===== src/rtl/user_entry.sv =====
// Operator front end: synchronised, debounced inc/dec/start buttons editing a
// bounded operand, with optional auto-repeat and a valid/ready submit port.
module user_entry #(
  parameter int W             = 8,
  parameter int MIN_VAL       = 0,
  parameter int MAX_VAL       = 2**W - 1,
  parameter int WRAP          = 0,
  parameter int DEBOUNCE      = 4,
  parameter int REPEAT_DELAY  = 8,
  parameter int REPEAT_PERIOD = 4,
  parameter int LED_W         = 4
) (
  input  logic             clk,
  input  logic             rst,
  input  logic             inc_i,
  input  logic             dec_i,
  input  logic             start_i,
  output logic [W-1:0]     value_o,
  output logic [W-1:0]     data_o,
  output logic             valid_o,
  input  logic             ready_i,
  output logic [LED_W-1:0] leds_no
);

  localparam int DB_W   = (DEBOUNCE > 1) ? $clog2(DEBOUNCE) : 1;
  localparam int RP_MAX = (REPEAT_DELAY > REPEAT_PERIOD) ? REPEAT_DELAY : REPEAT_PERIOD;
  localparam int RP_W   = (RP_MAX > 1) ? $clog2(RP_MAX) : 1;

  localparam logic [DB_W-1:0] DB_LAST  = DB_W'(DEBOUNCE - 1);
  localparam logic [RP_W-1:0] DLY_LAST = RP_W'((REPEAT_DELAY > 0) ? REPEAT_DELAY - 1 : 0);
  localparam logic [RP_W-1:0] PER_LAST = RP_W'(REPEAT_PERIOD - 1);
  localparam logic [W-1:0]    MIN_V    = W'(MIN_VAL);
  localparam logic [W-1:0]    MAX_V    = W'(MAX_VAL);

  typedef enum logic [1:0] {
    ST_IDLE,
    ST_HOLD,
    ST_REPEAT
  } rep_state_t;

  logic [2:0] raw_btn;
  logic [2:0] deb;
  logic [2:0] press;
  logic [1:0] step;

  assign raw_btn = {start_i, dec_i, inc_i};

  // Per-button: 2-flop synchroniser, stable-count debouncer, rising-edge press pulse
  genvar gi;
  generate
    for (gi = 0; gi < 3; gi++) begin : g_btn
      logic            sync1_reg;
      logic            sync2_reg;
      logic            deb_reg;
      logic            deb_d_reg;
      logic [DB_W-1:0] db_cnt_reg;

      always_ff @(posedge clk or posedge rst) begin
        if (rst) begin
          sync1_reg  <= 1'b0;
          sync2_reg  <= 1'b0;
          deb_reg    <= 1'b0;
          deb_d_reg  <= 1'b0;
          db_cnt_reg <= '0;
        end else begin
          sync1_reg <= raw_btn[gi];
          sync2_reg <= sync1_reg;
          deb_d_reg <= deb_reg;
          if (sync2_reg != deb_reg) begin
            if (db_cnt_reg == DB_LAST) begin
              deb_reg    <= sync2_reg;
              db_cnt_reg <= '0;
            end else begin
              db_cnt_reg <= db_cnt_reg + 1'b1;
            end
          end else begin
            db_cnt_reg <= '0;
          end
        end
      end

      assign deb[gi]   = deb_reg;
      assign press[gi] = deb_reg & ~deb_d_reg;
    end

    // Auto-repeat FSMs for inc (0) and dec (1); step is a single-cycle strobe
    for (gi = 0; gi < 2; gi++) begin : g_rep
      rep_state_t      state_reg;
      logic [RP_W-1:0] cnt_reg;

      always_ff @(posedge clk or posedge rst) begin
        if (rst) begin
          state_reg <= ST_IDLE;
          cnt_reg   <= '0;
        end else begin
          case (state_reg)
            ST_IDLE: begin
              cnt_reg <= '0;
              if (press[gi] && (REPEAT_DELAY > 0)) state_reg <= ST_HOLD;
            end
            ST_HOLD: begin
              if (!deb[gi]) begin
                state_reg <= ST_IDLE;
                cnt_reg   <= '0;
              end else if (cnt_reg == DLY_LAST) begin
                state_reg <= ST_REPEAT;
                cnt_reg   <= '0;
              end else begin
                cnt_reg <= cnt_reg + 1'b1;
              end
            end
            ST_REPEAT: begin
              if (!deb[gi]) begin
                state_reg <= ST_IDLE;
                cnt_reg   <= '0;
              end else if (cnt_reg == PER_LAST) begin
                cnt_reg <= '0;
              end else begin
                cnt_reg <= cnt_reg + 1'b1;
              end
            end
            default: begin
              state_reg <= ST_IDLE;
              cnt_reg   <= '0;
            end
          endcase
        end
      end

      assign step[gi] = (state_reg == ST_IDLE)   ? press[gi] :
                        (state_reg == ST_HOLD)   ? (deb[gi] && (cnt_reg == DLY_LAST)) :
                        (state_reg == ST_REPEAT) ? (deb[gi] && (cnt_reg == PER_LAST)) :
                        1'b0;
    end
  endgenerate

  logic [W-1:0]     value_reg;
  logic [W-1:0]     value_next;
  logic [W-1:0]     data_reg;
  logic             valid_reg;
  logic [LED_W-1:0] leds_reg;

  always_comb begin
    value_next = value_reg;
    if (step == 2'b01) begin
      if (value_reg == MAX_V) value_next = (WRAP != 0) ? MIN_V : MAX_V;
      else                    value_next = value_reg + 1'b1;
    end else if (step == 2'b10) begin
      if (value_reg == MIN_V) value_next = (WRAP != 0) ? MAX_V : MIN_V;
      else                    value_next = value_reg - 1'b1;
    end
  end

  // A start press only loads when nothing is pending; it is never queued
  always_ff @(posedge clk or posedge rst) begin
    if (rst) begin
      value_reg <= MIN_V;
      data_reg  <= '0;
      valid_reg <= 1'b0;
      leds_reg  <= '1;
    end else begin
      value_reg <= value_next;
      if (valid_reg) begin
        if (ready_i) valid_reg <= 1'b0;
      end else if (press[2]) begin
        data_reg  <= value_reg;
        leds_reg  <= ~value_reg[LED_W-1:0];
        valid_reg <= 1'b1;
      end
    end
  end

  assign value_o = value_reg;
  assign data_o  = data_reg;
  assign valid_o = valid_reg;
  assign leds_no = leds_reg;

endmodule


===== config.mk =====
export PLATFORM = sky130hd
export DESIGN_NAME = user_entry
export DESIGN_NICKNAME = d
export VERILOG_FILES = /design/src/rtl/user_entry.sv
export SDC_FILE = /design/constraint.sdc
export NUM_CORES = 1
export LEC_CHECK = 0
export ABC_AREA = 1
export CORE_MARGIN = 3
export CORE_UTILIZATION = 55
export CTS_CLUSTER_DIAMETER = 60
export DETAILED_ROUTE_END_ITERATION = 8
export GPL_TIMING_DRIVEN = 0
export PLACE_DENSITY = 0.78
export REMOVE_ABC_BUFFERS = 1
export SYNTH_ARGS = -nofsm -noshare
export SYNTH_HDL_FRONTEND = slang
export SYNTH_SLANG_ARGS = --single-unit

===== constraint.sdc =====
create_clock -name clk -period 5.9 [get_ports clk]
set_input_delay 0.885 -clock clk [delete_from_list [all_inputs] [get_ports clk]]
set_output_delay 0.885 -clock clk [all_outputs]
set_load 0.02 [all_outputs]

==> key figures, run 1 <==
Global routing
  – Vias in the first global route: 1,880
  – Tot GR Track Use: 0.1937
  – Initial antenna violation count: 0
  – First-pass GRT wire length: 8466 um
  – Largest net degree at the start of global routing: 39
  – Congestion Overflow GR: 0

Floorplan
  – Initial core utilization: 0.5919
  – Core area: 4504 um2
  – Row count: 24
  – IO Pins: 27
  – Die area: 5719 um2
  – Die Y: 75.63 um
  – Die W: 75.63 um

Layout
  – # diodes: 0
  – Final Cell Area: 3048 um2
  – Share of cells above drive strength 1: 0.1313
  – Nets: 361
  – Layout area overhead: 14.31%

Clock tree
  – TritonCTS buffer count: 5
  – CTS resizes: 0
  – Worst-path clk slew: 100 ps
  – H-tree levels: 2
  – CTS tree: done
  – Post-CTS Setup Repair Bufs: 0
  – Clk sinks: 49
  – CTS max path bufs: 2
  – Clock Latency Late Sink: 310 ps
  – Post-CTS Hold Buffers: 0
  – CTS Root Cell: clkbuf_8

Timing
  – Final setup viols: 0
  – Worst Clk Skew: 14.93 ps
  – Final Hold Viols: 0
  – Min Clock Period, post-route: 2578 ps
  – Worst-Margin Slew: 540.3 ps
  – Final max-slew violation count: 0
  – Setup TNS: 0 ps
  – Slew margin rel.: 0.6398
  – Final Cycle Share: 0.4369
  – Final hold slack: 360.4 ps
  – Fmax: 387.9 MHz
  – Unrepaired setup endpoints after global routing: no

Drt
  – Detailed-route DRC error count: 0
  – Detailed Routing Iterations Pass 1: 4
  – Routed Antenna Nets: 0
  – Vias per cell: 5.163
  – Avg WL per Cell: 12.52 um
  – DR iter-0 viols: 94
  – WL final: 4844 um
  – Vias: 1,998

Power
  – Pwr per Cell Area: 566.4 nW/um2
  – IR drop worst, VDD: 0.0003320 V
  – Leakage Power: 1.492 nW

Logic synthesis
  – Number of flops mapped to enable cells by yosys: 0
  – YS warnings: 0
  – Register area share after synthesis: 0.4618
  – Top_reg_cell synth: dfrtp_1
  – Synth Instances: 306
  – Ys async rst share: 1.000
  – Library cells used by synthesis: 35
  – Register bit total from synthesis: 49
  – Post-synthesis cell area: 2666 um2
  – Synth Area per Inst: 8.713 um2

Worst setup path
  – Crit-path max FO: 11
  – CP Capture Type: output port
  – Worst Setup Start Kind: register
  – CP max-delay cell: clkdlybuf4s50_1
  – CP max stage delay: 710 ps
  – Worst Path Buf+Inv: 1
  – Crit-path cells: clkdlybuf4s50_1
  – Data arrival time of the worst path: 1690 ps
  – Critical path's top delay family: buffers and inverters
  – WP data required: 5020 ps
  – Worst Path Class, Setup: register to output port

Placed design
  – Buffers on Ports: 26
  – Area post-placement: 2954 um2
  – DPL Wire Length: 3579 um
  – Routability cong.: 0.8111

Outcome
  – Status: complete, no violations

Worst hold path
  – HP Class: register to register

Job
  – Max_cap viols: 0
==> synthesized netlist by cell type (2+ instances only) <==
master	count	area [um2]
nor2_2	2	12.51
nor2_8	2	40.04
o21ai_0	7	35.03
a21oi_1	5	25.02
nand4_1	2	12.51
ha_1	21	262.8
nand3_2	5	50.05
nand3_1	13	65.06
nand2_1	83	311.6
dfstp_2	4	105.1
nor2_4	3	33.78
nor2_1	21	78.83
inv_2	8	30.03
or2_2	2	12.51
xnor2_1	3	26.28
dfrtp_1	45	1126
o21a_1	4	30.03
o21ai_2	2	17.52
inv_1	38	142.6
nor3_1	3	15.01
buf_6	4	45.04
a21boi_0	2	15.01
nand2_2	3	18.77
o21ai_1	13	65.06
==> cell type report <==
type / count / area (um2)
Fill cell: 380 / 1456
Sequential cell: 49 / 1231
Multi-Input combinational cell: 203 / 1195
Timing Repair Buffer: 27 / 280.3
Inverter: 48 / 182.7
Clock buffer: 5 / 68.82
Tap cell: 52 / 65.06
Clock inverter: 3 / 25.02
==> report_power, final <==
group          switching, mW  internal (mW)
sequential             0.121          0.468
combinational          0.566          0.366
clock                  0.118         0.0857
==> per-layer routing <==
layer / vias up / GRT usage / wire length (um) / part of all wire
met4: 0 / 0.05243 / 49 / 0.010
met5: - / 0 / 0 / 0
li1: 1007 / - / - / -
met2: 32 / 0.3174 / 2396 / 0.49
met1: 953 / 0.2615 / 2230 / 0.46
met3: 6 / 0.04222 / 166 / 0.034
==> per-stage QoR <==
| stage | power (mW) | instances | setup WS (ps) | util |
|---|---|---|---|---|
| after floorplan | 1.239 | 300 | 3849 | - |
| after global placement | 1.498 | 378 | 2891 | 0.6514 |
| after detailed placement | 1.529 | 379 | 3601 | 0.6558 |
| after CTS | 1.742 | 387 | 3311 | 0.6767 |
| after global routing | 1.883 | 387 | 3259 | 0.6767 |
| final | 1.726 | 387 | 3322 | 0.6767 |
==> cell usage in the layout, fill, tap and decap left out, types with 3 or more instances in the layout <==
cell / count
dfstp_2: 4
nand2_2: 3
nor2_1: 21
o21a_1: 4
clkbuf_8: 5
xnor2_1: 3
o21ai_1: 13
o21ai_0: 7
a21oi_1: 5
ha_1: 21
nand3_1: 13
inv_1: 37
nand3_2: 5
nor3_1: 3
inv_2: 9
nor2_4: 3
dfrtp_1: 45
nand2_1: 83
clkdlybuf4s50_1: 26
==> final timing paths <==
check	from	to	slack (ps)	depth (start not counted)
worst min-delay path	g_btn[2].sync1_reg	g_btn[2].sync2_reg	360	0
max in group asynchronous	rst	leds_no[0]	4520	3
min in group asynchronous	rst	value_o[0]	840	2
worst max-delay path	value_o[3]	value_o[3]	3320	1
worst min register to register	g_btn[2].sync1_reg	g_btn[2].sync2_reg	360	0
worst max register to register	g_rep[1].cnt_reg[0]	value_o[5]	3610	13
==> kinds of logic after synthesis <==
logic type                 count (synthesis)  synth area share
AOI/OAI and AO/OA                         37           0.08447
xor gates and xnor gates                   3          0.009856
adders and majority gates                 21           0.09854
buffers and inverters                     54           0.09010
DFF                                       49            0.4618
and+or+nand+nor                          142            0.2553
Power figures use the tool's default switching activity.
==> run 2, diff against run 1 <==
==> constraint.sdc (replaced) <==
create_clock -name clk -period 2.4 [get_ports clk]
set_input_delay 0.36 -clock clk [delete_from_list [all_inputs] [get_ports clk]]
set_output_delay 0.36 -clock clk [all_outputs]
set_load 0.02 [all_outputs]
==> key figures, run 2 (synthesis gave the netlist of run 1 again) <==
Outcome
  – Status: complete, no violations

Worst setup path
  – Worst Setup Start Kind: register
  – Data arrival time of the worst path: 2420 ps (+730 ps)
  – Worst Path Class, Setup: register to register
  – Crit-path max FO: 9 (-2)
  – CP Capture Type: register
  – Reg-to-reg endpoint: value_o[5]
  – FF-to-FF Start: g_rep[1].cnt_reg[0]
  – Start point of the critical path: g_rep[1].cnt_reg[0]
  – R2R setup slack: 240 ps (-3370 ps)
  – R2R depth: 13 (unchanged)
  – WP data required: 2660 ps (-2360 ps)

Global routing
  – First-pass GRT wire length: 8466 um (unchanged)
  – Initial antenna violation count: 0 (unchanged)
  – Tot GR Track Use: 0.1937 (unchanged)
  – Vias in the first global route: 1,880 (unchanged)
  – Largest net degree at the start of global routing: 39 (unchanged)
  – Congestion Overflow GR: 0 (unchanged)

Timing
  – Worst Clk Skew: 14.43 ps (-0.4977 ps)
  – Min Clock Period, post-route: 2157 ps
  – Worst-Margin Slew: 542.0 ps (+1.678 ps)
  – Fmax: 463.7 MHz
  – Final Hold Viols: 0 (unchanged)
  – Slew margin rel.: 0.6387 (-0.001119)
  – Final Cycle Share: 0.8986
  – Final hold slack: 312.2 ps (-48.25 ps)
  – Unrepaired setup endpoints after global routing: no
  – Final max-slew violation count: 0 (unchanged)
  – Final setup viols: 0 (unchanged)

Layout
  – Layout area overhead: 14.41% (about the same)
  – Post-route insts no fill: 387 (unchanged)
  – Most common cell after layout, fill and taps aside: nand2_1
  – # diodes: 0 (unchanged)
  – Nets: 361 (unchanged)
  – Final Cell Area: 3050 um2 (about the same)
  – Leading cell types in the layout, fill and taps excluded: 83 x nand2_1, 45 x dfrtp_1, 37 x inv_1
  – Share of cells above drive strength 1: 0.1343 (+0.002985)
  – Core Util, Final: 0.6772 (about the same)

Clock tree
  – Post-CTS Hold Buffers: 0 (unchanged)
  – CTS max path bufs: 2 (unchanged)
  – Worst-path clk slew: 100 ps (about the same)
  – Clk sinks: 49 (unchanged)
  – H-tree levels: 2 (unchanged)
  – CTS Root Cell: clkbuf_8
  – Clock Latency Late Sink: 310 ps (about the same)
  – TritonCTS buffer count: 5 (unchanged)
  – CTS tree: done

Power
  – Leakage Power: 1.490 nW (about the same)
  – IR drop worst, VDD: 0.0008135 V (+150%)
  – Total power: 4.259 mW (+150%)
  – Pwr per Cell Area: 1396 nW/um2 (+150%)

Worst hold path
  – HP Class: input port to asynchronous set/reset pin

Drt
  – Avg WL per Cell: 12.51 um (about the same)
  – Vias per cell: 5.163 (unchanged)
  – Routed Antenna Nets: 0 (unchanged)
  – WL final: 4843 um (about the same)
  – Detailed-route DRC error count: 0 (unchanged)
  – Vias: 1,998 (unchanged)
  – Detailed Routing Iterations Pass 1: 4 (unchanged)
  – DR iter-0 viols: 86 (-8.5%)

Floorplan
  – Die W: 75.63 um (unchanged)
  – Initial core utilization: 0.5919 (unchanged)
  – Die area: 5719 um2 (unchanged)
  – Core area: 4504 um2 (unchanged)
  – IO Pins: 27 (unchanged)
  – Die Y: 75.63 um (unchanged)
  – Row count: 24 (unchanged)

Placed design
  – Routability cong.: 0.8111 (unchanged)
  – Buffers on Ports: 26 (unchanged)
  – Placed insts: 379 (unchanged)
  – DPL Wire Length: 3579 um (unchanged)
  – Area post-placement: 2954 um2 (unchanged)

Job
  – Max_cap viols: 0 (unchanged)
[run 2: cell counts in the layout (fill, tap and decap cells not counted)]
Identical to the previous run, type by type.
[run 2: worst max-delay path by stage]
stage	endpoint	slack, ps
after floorplan	value_o[5]	450
after global routing	value_o[5]	80
after CTS	value_o[5]	70
after global placement	value_o[5]	-80
final	value_o[5]	240
after detailed placement	value_o[5]	100
[run 2: area by class of cell]
| cell class | instances | area [um2] |
|---|---|---|
| clock buffers | 5 | 68.82 |
| clock inverters | 3 | 25.02 |
| fillers | 379 | 1454 |
| inverters | 48 | 182.7 |
| multi-input cells | 203 | 1197 |
| flip-flops and latches | 49 | 1231 |
| well taps | 52 | 65.06 |
| repair buffers | 27 | 280.3 |
[run 2: power breakdown]
part	switching (mW)	total, mW	internal (mW)
Sequential	0.299	1.45	1.15
Clock	0.293	0.503	0.211
Combinational	1.39	2.30	0.915
[run 2: critical path: stages, from the launching register on]
cell,delay (ps)
dfrtp_1,390
ha_1,230
ha_1,190
inv_1,90
o32ai_1,80
o21ai_0,230
ha_2,400
nand2_1,80
nand3b_1,160
nand2_1,80
inv_2,50
nand3_2,40
nand2_1,50
inv_1,40
[run 2: metrics by stage]
step	TNS (ps)	worst slack, ps
6_report	0	243.3
5_1_grt	0	76.96
4_1_cts	0	67.31
3_5_place_dp	0	100.8
3_3_place_gp	-3697	-84.50
2_1_floorplan	0	452.3
[run 2: per-layer routing]
metal  vias to the layer above  track usage  part of all wire
met4                         0      0.05243             0.011
met5                         -            0                 0
li1                       1008            -                 -
met1                       951       0.2615              0.46
met3                         6      0.04222             0.034
met2                        33       0.3174              0.50
[run 2: timing repair]
action | 4_1_cts | 5_1_grt
resized for setup | 0 | 1
endpoints found under the setup margin | 0 | 3
setup buffers | 0 | 0
==> run 3, diff against run 2 <==
--- a/config.mk
+++ b/config.mk
@@ -6,7 +6,6 @@
 export NUM_CORES = 1
 export LEC_CHECK = 0
 export ABC_AREA = 1
-export CORE_MARGIN = 3
 export CORE_UTILIZATION = 55
 export CTS_CLUSTER_DIAMETER = 60
 export DETAILED_ROUTE_END_ITERATION = 8
==> key figures, run 3 (synthesis gave the netlist of run 1 again) <==
Outcome
  – Status: complete, no violations

Layout
  – Final Cell Area: 3050 um2 (unchanged)
  – # diodes: 0 (unchanged)
  – Share of cells above drive strength 1: 0.1343 (unchanged)
  – Core Util, Final: 0.6772 (unchanged)
  – Most common cell after layout, fill and taps aside: nand2_1
  – Layout area overhead: 14.41% (unchanged)
  – Leading cell types in the layout, fill and taps excluded: 83 x nand2_1, 45 x dfrtp_1, 37 x inv_1
  – Nets: 361 (unchanged)

Clock tree
  – Clk sinks: 49 (unchanged)
  – Worst-path clk slew: 100 ps (about the same)
  – CTS tree: done
  – TritonCTS buffer count: 5 (unchanged)
  – Post-CTS Hold Buffers: 0 (unchanged)
  – Post-CTS Setup Repair Bufs: 0 (unchanged)
  – CTS max path bufs: 2 (unchanged)
  – CTS resizes: 0 (unchanged)
  – H-tree levels: 2 (unchanged)
  – Clock Latency Late Sink: 300 ps (about the same)
  – CTS Root Cell: clkbuf_8

Timing
  – Final WS setup: 243.0 ps (-0.3660 ps)
  – Final setup viols: 0 (unchanged)
  – Final Cycle Share: 0.8988 (about the same)
  – Unrepaired setup endpoints after global routing: no
  – Setup TNS: 0 ps (unchanged)
  – Worst Clk Skew: 14.06 ps (-0.3685 ps)
  – Final max-slew violation count: 0 (unchanged)
  – Final Hold Viols: 0 (unchanged)
  – Slew margin rel.: 0.6453 (+0.006684)
  – Worst-Margin Slew: 532.0 ps (-10.03 ps)
  – Min Clock Period, post-route: 2157 ps (+0.3660 ps)
  – Fmax: 463.6 MHz (about the same)

Floorplan
  – Die W: 71.63 um (-5.3%)
  – Core area: 4504 um2 (unchanged)
  – IO Pins: 27 (unchanged)
  – Die area: 5130 um2 (-10%)
  – Initial core utilization: 0.5919 (unchanged)
  – Row count: 24 (unchanged)
  – Die Y: 71.63 um (-5.3%)

Worst hold path
  – Hold path depth: 0
  – HP Class: register to register

Worst setup path
  – Worst Setup Start Kind: register
  – Worst Path Class, Setup: register to register
  – Most used cell along the critical path: nand2_1
  – Data arrival time of the worst path: 2410 ps (about the same)
  – Worst Path Buf+Inv: 3 (unchanged)
  – Crit-path cells: ha_1, ha_1, inv_1, o32ai_1, o21ai_0, ha_2, nand2_1, nand3b_1, nand2_1, inv_2, nand3_2, nand2_1, inv_1
  – Crit-path max FO: 9 (unchanged)
  – CP Depth: 13 (unchanged)
  – WP data required: 2660 ps (about the same)
  – CP max-delay cell: ha_2
  – R2R depth: 13 (unchanged)
  – Critical path's top delay family: adder cells
  – CP max stage delay: 400 ps (about the same)
  – CP Capture Type: register

Power
  – Switching share of power: 0.4637 (-0.001549)
  – Pwr per Cell Area: 1391 nW/um2 (-0.37%)
  – Clock power frac: 0.117 (about the same)
  – Leakage Power: 1.490 nW (unchanged)
  – Reg power frac: 0.342 (about the same)
  – Gate power share: 0.541 (about the same)
  – Psw: 1.967 mW (-0.70%)
  – IR drop worst, VDD: 0.0008175 V (+0.49%)
  – Internal power: 2.275 mW (about the same)

Global routing
  – Vias in the first global route: 1,920 (+2.1%)
  – Largest net degree at the start of global routing: 31 (-21%)
  – Tot GR Track Use: 0.2076 (+0.01397)
  – Congestion Overflow GR: 0 (unchanged)
  – Initial antenna violation count: 0 (unchanged)
  – First-pass GRT wire length: 8328 um (-1.6%)

Drt
  – WL final: 4753 um (-1.9%)
  – Detailed-route DRC error count: 0 (unchanged)
  – Vias per cell: 5.114 (-0.95%)
  – Detailed Routing Iterations Pass 1: 4 (unchanged)
  – Vias: 1,979 (-0.95%)
  – Routed Antenna Nets: 0 (unchanged)
  – Avg WL per Cell: 12.28 um (-1.9%)
  – DR iter-0 viols: 83 (-3.5%)

Job
  – Max_cap viols: 0 (unchanged)

Placed design
  – Buffers on Ports: 26 (unchanged)
  – Routability cong.: 0.8804 (+8.5%)
  – DPL Wire Length: 3449 um (-3.7%)
  – Area post-placement: 2954 um2 (unchanged)
  – Dpl ws: 97.57 ps (-3.251 ps)
[run 3: cell counts in the layout (fill, tap and decap cells not counted)]
No cell type changed its count.
[run 3: cell type report]
class,count,area [um2]
multi-input cells,203,1197
fillers,385,1454
clock buffers,5,68.82
well taps,52,65.06
flip-flops and latches,49,1231
repair buffers,27,280.3
inverters,48,182.7
clock inverters,3,25.02
[run 3: stage by stage]
stage | cells | power [mW] | hold slack, ps
finish | 387 | 4.243 | 356.8
global route | 387 | 4.620 | 369.3
CTS | 387 | 4.268 | 360.3
detailed placement | 379 | 3.738 | 336.3
global placement | 378 | 3.680 | 333.7
floorplan | 300 | 3.045 | 331.2
[run 3: final timing paths]
path | start | to | slack, ps
max | g_rep[1].cnt_reg[0] | value_o[5] | 240
min | g_btn[2].sync1_reg | g_btn[2].sync2_reg | 360
max reg2reg | g_rep[1].cnt_reg[0] | value_o[5] | 240
min reg2reg | g_btn[2].sync1_reg | g_btn[2].sync2_reg | 360
max in group asynchronous | rst | leds_no[0] | 1460
min in group asynchronous | rst | g_btn[0].sync1_reg | 380
[run 3: layer usage]
layer  share of wire  GRT usage
met5               0          0
met4           0.010    0.06536
met3           0.043    0.04360
met2            0.50     0.3658
met1            0.45     0.2553
[run 3: worst register-to-register path, cell delays in order (launching register included)]
cell and delay [ps]:
dfrtp_1 390, ha_1 230, ha_1 190, inv_1 70
o32ai_1 80, o21ai_0 230, ha_2 400, nand2_1 80
nand3b_1 170, nand2_1 80, inv_2 50, nand3_2 50
nand2_1 50, inv_1 40
[run 3: power groups by stage]
stage | Sequential (mW) | Clock (mW) | Combinational [mW]
after floorplan | 1.59 | 0 | 1.45
after CTS | 1.45 | 0.520 | 2.30
after global routing | 1.49 | 0.547 | 2.58
after detailed placement | 1.46 | 0 | 2.27
final | 1.45 | 0.498 | 2.29
after global placement | 1.46 | 0 | 2.22
